**config.mk**
```make
export PLATFORM = sky130hd
export DESIGN_NAME = sa_autosa_bdma_grp_sched
export DESIGN_NICKNAME = d
export VERILOG_FILES = /design/src/rtl/sa_autosa_bdma_grp_sched.sv
export SDC_FILE = /design/constraint.sdc
export NUM_CORES = 1
export LEC_CHECK = 0
export ABC_CLOCK_PERIOD_IN_PS = 2770
export CAP_MARGIN = 5
export CORE_MARGIN = 3
export CORE_UTILIZATION = 35
export DETAILED_ROUTE_END_ITERATION = 12
export GPL_TIMING_DRIVEN = 1
export MAX_ROUTING_LAYER = met4
export PLACE_DENSITY = 0.59
export SLEW_MARGIN = 20
export SYNTH_ARGS = -nofsm -noshare
export SYNTH_HDL_FRONTEND = slang
export SYNTH_SLANG_ARGS = --single-unit
```
**constraint.sdc**
```tcl
create_clock -name autosa_core_clk -period 2.77 [get_ports autosa_core_clk]
set_clock_uncertainty 0.05 [all_clocks]
set_input_delay 0.277 -clock autosa_core_clk [delete_from_list [all_inputs] [get_ports autosa_core_clk]]
set_output_delay 0.277 -clock autosa_core_clk [all_outputs]
set_load 0.05 [all_outputs]
```
**src/rtl/sa_autosa_bdma_grp_sched.sv**
```systemverilog
// -----------------------------------------------------------------------------
// sa_autosa_bdma_grp_sched
//
// Schedules two DMA groups onto a single load engine. Each group runs its own
// IDLE -> PEND -> RUN -> IDLE lifecycle. A 2-entry order FIFO holds pending
// group ids so that issues go out in launch order. Completions from the store
// engine retire groups and optionally raise a one-cycle interrupt.
//
// Ports
//   autosa_core_clk         in   core clock
//   autosa_core_rstn        in   asynchronous reset, active low
//   csb2sched_launch[1:0]   in   per-group launch pulse
//   csb2sched_intr_en[1:0]  in   per-group interrupt enable, captured on launch
//   sched2ld_vld            out  issue valid to the load engine (registered)
//   ld2sched_rdy            in   load engine accepts the issue
//   sched2ld_grp            out  group id being issued (registered)
//   st2sched_done[1:0]      in   per-group completion pulse
//   sched2csb_busy[1:0]     out  group is PEND or RUN (combinational)
//   sched2glb_done_intr_pd  out  one-cycle completion interrupt per group
//   sched2csb_err           out  sticky protocol error
//   csb2sched_err_clr       in   clears the error flag
//   sched2csb_stall_cnt     out  saturating count of vld && !rdy cycles
//   csb2sched_stall_clr     in   clears the stall counter
//   sched_idle              out  all groups IDLE and order FIFO empty
//   sched2gate_slcg_en      out  clock-gate enable, inverse of sched_idle
// -----------------------------------------------------------------------------
module sa_autosa_bdma_grp_sched #(
  parameter int STALL_CNT_W = 32
) (
  input  logic                   autosa_core_clk,
  input  logic                   autosa_core_rstn,
  input  logic [1:0]             csb2sched_launch,
  input  logic [1:0]             csb2sched_intr_en,
  output logic                   sched2ld_vld,
  input  logic                   ld2sched_rdy,
  output logic                   sched2ld_grp,
  input  logic [1:0]             st2sched_done,
  output logic [1:0]             sched2csb_busy,
  output logic [1:0]             sched2glb_done_intr_pd,
  output logic                   sched2csb_err,
  input  logic                   csb2sched_err_clr,
  output logic [STALL_CNT_W-1:0] sched2csb_stall_cnt,
  input  logic                   csb2sched_stall_clr,
  output logic                   sched_idle,
  output logic                   sched2gate_slcg_en
);

  typedef enum logic [1:0] {
    GRP_IDLE = 2'd0,
    GRP_PEND = 2'd1,
    GRP_RUN  = 2'd2
  } grp_state_t;

  logic [1:0]             launch_ok, launch_bad, done_ok, done_bad;
  logic [1:0]             issue_hit, is_idle_next, intr_next;
  logic                   handshake;
  logic                   vld_reg, vld_next, grp_reg, grp_next;
  logic [1:0]             q_reg, q_next;      // bit i = group id in slot i
  logic [1:0]             cnt_reg, cnt_next;
  logic [1:0]             intr_reg;
  logic                   err_reg, err_next;
  logic [STALL_CNT_W-1:0] stall_reg, stall_next;
  logic                   idle_reg, idle_next, slcg_reg;

  assign handshake = vld_reg & ld2sched_rdy;

  // Per-group lifecycle FSM
  for (genvar gi = 0; gi < 2; gi++) begin : g_grp
    grp_state_t state_reg, state_next;
    logic       intr_en_reg;
    logic       is_idle, is_run;

    assign is_idle            = (state_reg == GRP_IDLE);
    assign is_run             = (state_reg == GRP_RUN);
    assign sched2csb_busy[gi] = ~is_idle;
    assign done_ok[gi]        = st2sched_done[gi] & is_run;
    assign done_bad[gi]       = st2sched_done[gi] & ~is_run;
    // A RUN group completing this cycle may be relaunched in the same cycle.
    assign launch_ok[gi]      = csb2sched_launch[gi] & (is_idle | done_ok[gi]);
    assign launch_bad[gi]     = csb2sched_launch[gi] & ~launch_ok[gi];
    assign issue_hit[gi]      = handshake & (grp_reg == 1'(gi));
    // Interrupt uses the enable captured by the launch that is now completing.
    assign intr_next[gi]      = done_ok[gi] & intr_en_reg;
    assign is_idle_next[gi]   = (state_next == GRP_IDLE);

    always_comb begin
      state_next = state_reg;
      case (state_reg)
        GRP_IDLE: if (launch_ok[gi]) state_next = GRP_PEND;
        GRP_PEND: if (issue_hit[gi]) state_next = GRP_RUN;
        GRP_RUN: begin
          if (launch_ok[gi])      state_next = GRP_PEND;
          else if (done_ok[gi])   state_next = GRP_IDLE;
        end
        default: state_next = GRP_IDLE;
      endcase
    end

    always_ff @(posedge autosa_core_clk or negedge autosa_core_rstn) begin
      if (!autosa_core_rstn) begin
        state_reg   <= GRP_IDLE;
        intr_en_reg <= 1'b0;
      end else begin
        state_reg <= state_next;
        if (launch_ok[gi]) intr_en_reg <= csb2sched_intr_en[gi];
      end
    end
  end

  // Order FIFO. Its occupancy always equals the number of PEND groups, so it
  // can never exceed two entries. Pop first, then append group 0 before 1.
  always_comb begin
    q_next   = q_reg;
    cnt_next = cnt_reg;
    if (handshake) begin
      q_next[0] = q_reg[1];
      cnt_next  = cnt_reg - 2'd1;
    end
    for (int i = 0; i < 2; i++) begin
      if (launch_ok[i]) begin
        if (cnt_next == 2'd0) q_next[0] = 1'(i);
        else                  q_next[1] = 1'(i);
        cnt_next = cnt_next + 2'd1;
      end
    end
  end

  // Issue register: hold under backpressure, drop for one bubble after a
  // handshake, otherwise present the FIFO head as soon as it exists.
  always_comb begin
    vld_next = vld_reg;
    grp_next = grp_reg;
    if (handshake) begin
      vld_next = 1'b0;
    end else if (!vld_reg && (cnt_next != 2'd0)) begin
      vld_next = 1'b1;
      grp_next = q_next[0];
    end
  end

  // Error: a new violation beats a same-cycle clear.
  always_comb begin
    err_next = err_reg;
    if ((|launch_bad) || (|done_bad)) err_next = 1'b1;
    else if (csb2sched_err_clr)       err_next = 1'b0;
  end

  always_comb begin
    stall_next = stall_reg;
    if (csb2sched_stall_clr)
      stall_next = '0;
    else if (vld_reg && !ld2sched_rdy && !(&stall_reg))
      stall_next = stall_reg + STALL_CNT_W'(1);
  end

  // Registered from next-state values so the flag tracks the current state.
  assign idle_next = (&is_idle_next) & (cnt_next == 2'd0);

  always_ff @(posedge autosa_core_clk or negedge autosa_core_rstn) begin
    if (!autosa_core_rstn) begin
      vld_reg   <= 1'b0;
      grp_reg   <= 1'b0;
      q_reg     <= 2'b00;
      cnt_reg   <= 2'd0;
      intr_reg  <= 2'b00;
      err_reg   <= 1'b0;
      stall_reg <= '0;
      idle_reg  <= 1'b1;
      slcg_reg  <= 1'b0;
    end else begin
      vld_reg   <= vld_next;
      grp_reg   <= grp_next;
      q_reg     <= q_next;
      cnt_reg   <= cnt_next;
      intr_reg  <= intr_next;
      err_reg   <= err_next;
      stall_reg <= stall_next;
      idle_reg  <= idle_next;
      slcg_reg  <= ~idle_next;
    end
  end

  assign sched2ld_vld           = vld_reg;
  assign sched2ld_grp           = grp_reg;
  assign sched2glb_done_intr_pd = intr_reg;
  assign sched2csb_err          = err_reg;
  assign sched2csb_stall_cnt    = stall_reg;
  assign sched_idle             = idle_reg;
  assign sched2gate_slcg_en     = slcg_reg;

endmodule
```
==> results of run 1 <==
## worst paths after layout
kind	end	depth (start not counted)	from	slack (ns)
max	sched2ld_grp	11	ld2sched_rdy	0.17
min	sched2csb_stall_cnt[29]	2	autosa_core_rstn	0.38
max reg2reg	sched2ld_grp	10	sched2ld_vld	0.20
min reg2reg	sched2glb_done_intr_pd[0]	2	g_grp[0].intr_en_reg	0.45
max in group asynchronous	sched2csb_stall_cnt[9]	3	autosa_core_rstn	1.50
min in group autosa_core_clk	sched2glb_done_intr_pd[0]	2	g_grp[0].intr_en_reg	0.45
## stage by stage
step	total power, µW	hold WS [ns]	util
global placement	1880	0.205	0.456
detailed placement	1910	0.200	0.456
global route	2500	0.425	0.470
CTS	2360	0.398	0.470
finish	2340	0.379	0.470
floorplan	1580	-0.0686	-
## metal layers
metal	vias up	routed length, µm	global-route usage
li1	1153	-	-
met4	0	78	0.0481
met5	-	0	-
met3	7	266	0.0304
met2	45	2930	0.231
met1	1102	3170	0.218
## power by group
part           internal, µW  leakage (µW)  switching [µW]
combinational           407      0.000694             556
sequential              827      0.000645            98.9
clock                   203     0.0000512             244
## placed cells by master, fill, tap and decap left out, drive strengths merged, types with 7 or more instances in the layout
master / instances
clkdlybuf4s50: 50
dfrtp: 48
a21oi: 23
nand3: 17
nand2: 17
o21ai: 16
nor2: 15
o31ai: 12
or4: 11
or3: 11
buf: 11
nand4: 11
xor2: 9
and3: 7
## area by class of cell
type	count	area (µm²)	area share
clock inverter	2	13.8	0.00397
sequential	49	1230	0.355
multi-input combinational	210	1400	0.405
clock buffer	6	82.6	0.0238
tap	99	124	0.0358
timing repair buffer	62	591	0.171
inverter	6	22.5	0.00650
## cell families after synthesis
family,count (synthesis),synth area share
muxes,9,0.0362
and+or+nand+nor,121,0.282
buffers and inverters,15,0.0255
xor gates and xnor gates,13,0.0422
AOI/OAI and AO/OA,64,0.146
adders and majority gates,3,0.0139
DFF,49,0.455
## timing repair
action / 4_1_cts / 5_1_grt
hold buffers: 1 / 0
endpoints found under the hold margin: 18 / 0
setup endpoints to repair: 0 / 0
==> metrics.json, run 1 <==
{
  "status": {
    "status": "complete, no violations"
  },
  "layout": {
    "final_layout_size_suffix_gt1_frac": 0.128,
    "stdcell_area_um2": 3460,
    "number_of_nets_in_the_layout": 348,
    "diodes": 0,
    "fillerInstances": 720,
    "layout.cells.non_filler": 434,
    "area.growth.synth_to_final_pct": 28.4,
    "largest_register_ff_count": 32
  },
  "routing": {
    "drt_pass1_iterations": 4,
    "route.vias.total": 2307,
    "drtIter0Drc": 127,
    "drt_wl_total_mm": 6.44,
    "route.detailed.vias_per_inst": 5.32,
    "route.detailed.wl_per_inst_um": 14.8,
    "postRouteAntennaNets": 0,
    "post-route-drc-count": 0
  },
  "timing": {
    "tns_ns": 0,
    "timing_worst_slew_pin_value_ns": 0.535,
    "maxClockFrequency_mhz": 385,
    "setup_viol_count_final": 0,
    "unrepaired_setup_endpoints_after_global_routing": "no",
    "timing.slew.headroom": 0.643,
    "fin_ws_ns": 0.169,
    "timing_max_transition_violations_final": 0,
    "layout_worst_path_cycle_share": 0.939,
    "hold_violations": 0,
    "post-route-min-period_ns": 2.60
  },
  "yosys": {
    "synth_top_flop_cell": "sky130_fd_sc_hd__dfrtp_1",
    "post-synth-top-count-cell": "sky130_fd_sc_hd__dfrtp_1",
    "share_of_the_synthesized_area_in_the_top_cell_type": 0.445,
    "syn_nets": 288,
    "ys_async_sr_fraction": 1.00,
    "synth_enable_flop_cells": 0,
    "syn-cell-area_um2": 2700,
    "synth_sequential_area_ratio": 0.455,
    "synth_cells": 274,
    "synth-seq-cells": 49,
    "yosys_warnings": 0,
    "yosys.cell_types.count": 53,
    "ys_top_cells_by_area": "sky130_fd_sc_hd__dfrtp_1 (45%), sky130_fd_sc_hd__a21oi_1 (4.3%), sky130_fd_sc_hd__o31ai_1 (3.3%)",
    "synth_commonest_cells": "sky130_fd_sc_hd__dfrtp_1 (48), sky130_fd_sc_hd__a21oi_1 (23), sky130_fd_sc_hd__nand3_1 (17), sky130_fd_sc_hd__nand2_1 (16)",
    "synth_area_per_cell_um2": 9.85,
    "dominant_cell_type_by_area_after_synthesis": "sky130_fd_sc_hd__dfrtp_1"
  },
  "cts": {
    "clock_sinks": 49,
    "tritoncts.num_buffers": 5,
    "cts.htree.levels": 2,
    "cts.reportedPaths.clkPinSlew_ns": 0.10,
    "cts_max_path_buffers": 2,
    "clock-root-buffer": "sky130_fd_sc_hd__clkbuf_8",
    "cts_tree": "yes",
    "post_cts_resize_count": 0,
    "postCtsSetupRepairBufs": 0,
    "clk-insertion-delay-late_ns": 0.31
  },
  "placed_design": {
    "detailedPlacementHpwl_mm": 4.74,
    "buffer_ports.inserted": 51,
    "placed_cells": 425,
    "gp_routability_congestion": 0.797,
    "pre_cts_ws_ns": -0.119,
    "placement.cell_area_um2": 3360
  },
  "pwr": {
    "cellLeakagePower_uw": 0.00139,
    "vdd_drop_max_mv": 0.295,
    "power_density_nw_per_um2": 674
  },
  "global_route": {
    "grt_first_pass_wirelength_mm": 10.8,
    "antenna_violations_before_repair": 0,
    "grtUsageTotal": 0.157,
    "gr-total-overflow": 0,
    "first_global_vias": 2192,
    "grt_max_degree": 31
  },
  "critical_path": {
    "worstSetupEndpointType": "flop",
    "timing.setup.critical_path_class": "primary input to flop",
    "critical_path.slowest_cell": "sky130_fd_sc_hd__clkdlybuf4s50_1",
    "path_buf_inv": 1,
    "worstPathCellList": "clkdlybuf4s50_1 -> nand2_2 -> nor2_1 -> xnor2_1 -> ha_1 -> and3b_1 -> a21o_1 -> ha_1 -> nor2_1 -> a221oi_2 -> mux2_1",
    "crit_arrival_ns": 2.73,
    "path_max_fanout": 5,
    "start_kind": "primary input",
    "critPathMaxStageDelay_ns": 0.49,
    "worst_ep_required_time_ns": 2.90,
    "critical-path-top-delay-family": "adder cells"
  },
  "die": {
    "io_pins": 52,
    "die_h_um": 93.8,
    "rows": 31,
    "initial_utilization": 0.366,
    "floorplan.die.width_um": 93.8,
    "core-area_um2": 7370,
    "die_area_um2": 8800
  },
  "worst_hold_path": {
    "holdCritPathClass": "primary input to async pin"
  },
  "flow_run": {
    "cap_violations": 0
  }
}
Note: power is estimated with default switching activity, not from simulation.
==> run 2, diff against run 1 <==
- SETUP_SLACK_MARGIN: not set -> 0.05
==> metrics.json, run 2 (synthesis results as in run 1) <==
{
  "pwr": {
    "power_density": {"value": 676, "unit": "nW/µm²", "change": "was 674 nW/µm²"},
    "vdd_drop_max": {"value": 0.295, "unit": "mV", "change": "about the same"},
    "total_power": {"value": 2340, "unit": "µW", "change": "about the same"},
    "cellLeakagePower": {"value": 0.00139, "unit": "µW", "change": "about the same"}
  },
  "routing": {
    "post-route-drc-count": {"value": 0, "change": "unchanged"},
    "drt_pass1_iterations": {"value": 4, "change": "unchanged"},
    "route.vias.total": {"value": 2309, "change": "was 2307"},
    "postRouteAntennaNets": {"value": 0, "change": "unchanged"},
    "route.detailed.vias_per_inst": {"value": 5.32, "change": "about the same"},
    "drt_wl_total": {"value": 6.45, "unit": "mm", "change": "was 6.44 mm"},
    "route.detailed.wl_per_inst": {"value": 14.9, "unit": "µm", "change": "was 14.8 µm"},
    "drtIter0Drc": {"value": 132, "change": "was 127"}
  },
  "cts": {
    "tritoncts.num_buffers": {"value": 5, "change": "unchanged"},
    "clk-insertion-delay-late": {"value": 0.31, "unit": "ns", "change": "about the same"},
    "cts_max_path_buffers": {"value": 2, "change": "unchanged"},
    "clock-root-buffer": {"value": "sky130_fd_sc_hd__clkbuf_8", "change": "unchanged"},
    "cts_tree": {"value": "yes", "change": "unchanged"},
    "cts.reportedPaths.clkPinSlew": {"value": 0.10, "unit": "ns", "change": "about the same"},
    "cts.htree.levels": {"value": 2, "change": "unchanged"},
    "clock_sinks": {"value": 49, "change": "unchanged"}
  },
  "layout": {
    "layout.cells.non_filler": {"value": 434, "change": "unchanged"},
    "diodes": {"value": 0, "change": "unchanged"},
    "fillerInstances": {"value": 720, "change": "unchanged"},
    "multiInputGateArea": {"value": 1410, "unit": "µm²", "change": "was 1400 µm²"},
    "mostFrequentLayoutCell": {"value": "sky130_fd_sc_hd__clkdlybuf4s50_1", "change": "unchanged"},
    "final_design_utilization": {"value": 0.471, "change": "was 0.470"},
    "final_layout_size_suffix_gt1_frac": {"value": 0.131, "change": "was 0.128"},
    "number_of_nets_in_the_layout": {"value": 348, "change": "unchanged"},
    "layout.cells.most_common_list": {"value": "sky130_fd_sc_hd__clkdlybuf4s50_1 (50), sky130_fd_sc_hd__dfrtp_1 (47), sky130_fd_sc_hd__a21oi_1 (23)", "change": "unchanged"},
    "regArea": {"value": 1230, "unit": "µm²", "change": "unchanged"},
    "largest_register_ff_count": {"value": 32, "change": "unchanged"},
    "stdcell_area": {"value": 3470, "unit": "µm²", "change": "was 3460 µm²"},
    "area.growth.synth_to_final": {"value": 28.7, "unit": "%", "change": "was 28.4%"}
  },
  "timing": {
    "setup_viol_count_final": {"value": 0, "change": "unchanged"},
    "layout_worst_path_cycle_share": {"value": 0.932, "change": "was 0.939"},
    "fin_ws": {"value": 0.187, "unit": "ns", "change": "was 0.169 ns"},
    "unrepaired_setup_endpoints_after_global_routing": {"value": "no", "change": "unchanged"},
    "hold_violations": {"value": 0, "change": "unchanged"},
    "timing.slew.headroom": {"value": 0.643, "change": "about the same"},
    "maxClockFrequency": {"value": 387, "unit": "MHz", "change": "was 385 MHz"},
    "timing_worst_slew_pin_value": {"value": 0.534, "unit": "ns", "change": "was 0.535 ns"},
    "timing_max_transition_violations_final": {"value": 0, "change": "unchanged"},
    "post-route-min-period": {"value": 2.58, "unit": "ns", "change": "was 2.60 ns"}
  },
  "die": {
    "floorplan.die.width": {"value": 93.8, "unit": "µm", "change": "unchanged"},
    "io_pins": {"value": 52, "change": "unchanged"},
    "initial_utilization": {"value": 0.366, "change": "unchanged"},
    "die_area": {"value": 8800, "unit": "µm²", "change": "unchanged"},
    "die_h": {"value": 93.8, "unit": "µm", "change": "unchanged"},
    "rows": {"value": 31, "change": "unchanged"},
    "core-area": {"value": 7370, "unit": "µm²", "change": "unchanged"}
  },
  "global_route": {
    "antenna_violations_before_repair": {"value": 0, "change": "unchanged"},
    "grt_max_degree": {"value": 31, "change": "unchanged"},
    "gr-total-overflow": {"value": 0, "change": "unchanged"},
    "grtUsageTotal": {"value": 0.157, "change": "unchanged"},
    "grt_first_pass_wirelength": {"value": 10.8, "unit": "mm", "change": "unchanged"},
    "first_global_vias": {"value": 2192, "change": "unchanged"}
  },
  "critical_path": {
    "worst_ep_required_time": {"value": 2.90, "unit": "ns", "change": "about the same"},
    "timing.setup.critical_path_class": {"value": "flop to flop", "change": "was primary input to flop"},
    "path_max_fanout": {"value": 5, "change": "unchanged"},
    "worstSetupEndpointType": {"value": "flop", "change": "unchanged"},
    "crit_arrival": {"value": 2.71, "unit": "ns", "change": "was 2.73 ns"},
    "start_kind": {"value": "flop", "change": "was primary input"}
  },
  "status": {
    "status": {"value": "complete, no violations", "change": "unchanged"}
  },
  "worst_hold_path": {
    "holdCritPathClass": {"value": "primary input to async pin", "change": "unchanged"}
  },
  "placed_design": {
    "placement.cell_area": {"value": 3360, "unit": "µm²", "change": "unchanged"},
    "detailedPlacementHpwl": {"value": 4.74, "unit": "mm", "change": "unchanged"},
    "buffer_ports.inserted": {"value": 51, "change": "unchanged"},
    "gp_routability_congestion": {"value": 0.797, "change": "unchanged"},
    "placed_cells": {"value": 425, "change": "unchanged"},
    "pre_cts_ws": {"value": -0.119, "unit": "ns", "change": "unchanged"}
  },
  "flow_run": {
    "cap_violations": {"value": 0, "change": "unchanged"}
  }
}
[run 2: report_power, final]
group	leakage, µW	switching (µW)	internal, µW
clock	0.0000512	244	203
combinational	0.000694	558	410
sequential	0.000645	103	827
total	0.00139	905	1440
[run 2: worst max-delay path: stages (launching register included)]
cell and delay, ns:
sky130_fd_sc_hd__dfrtp_2 0.44, sky130_fd_sc_hd__nand2_2 0.15, sky130_fd_sc_hd__nor2_4 0.04, sky130_fd_sc_hd__xnor2_1 0.14
sky130_fd_sc_hd__ha_1 0.28, sky130_fd_sc_hd__and3b_1 0.18, sky130_fd_sc_hd__a21o_1 0.17, sky130_fd_sc_hd__ha_1 0.30
sky130_fd_sc_hd__nor2_1 0.07, sky130_fd_sc_hd__a221oi_2 0.29, sky130_fd_sc_hd__mux2_1 0.35
[run 2: through the flow]
step / TNS [ns] / hold slack (ns)
after floorplan: 0 / -0.0686
after global placement: 0 / 0.205
after detailed placement: -0.119 / 0.200
after CTS: 0 / 0.398
after global routing: 0 / 0.425
final: 0 / 0.378
[run 2: path summary, 6_finish.rpt]
check,start,slack (ns),cells past startpoint,end
max,sched2ld_vld,0.19,10,sched2ld_grp
min,autosa_core_rstn,0.38,2,sched2csb_stall_cnt[29]
max reg2reg,sched2ld_vld,0.19,10,sched2ld_grp
min reg2reg,g_grp[0].intr_en_reg,0.45,2,sched2glb_done_intr_pd[0]
max in group asynchronous,autosa_core_rstn,1.50,3,sched2csb_stall_cnt[9]
min in group autosa_core_clk,g_grp[0].intr_en_reg,0.45,2,sched2glb_done_intr_pd[0]
[run 2: what timing repair did]
| action | CTS | global route |
|---|---|---|
| hold buffers | 1 | 0 |
| endpoints found under the hold margin | 18 | 0 |
| buffers inserted | 0 | 0 |
| resized for setup | 0 | 2 |
| setup endpoints to repair | 0 | 1 |
[run 2: per-layer routing]
metal  vias to the layer above  track usage  wire length, µm
li1                       1150            -                -
met5                         -            -                0
met4                         0       0.0481               78
met3                         7       0.0304              264
met2                        45        0.231             2930
met1                      1107        0.218             3180
[run 2: cell type report]
cell class                      count  area share
Sequential cell                    49       0.354
Inverter                            6     0.00649
Clock buffer                        6      0.0238
Timing Repair Buffer               62       0.170
Clock inverter                      2     0.00397
Tap cell                           99      0.0357
Multi-Input combinational cell    210       0.406
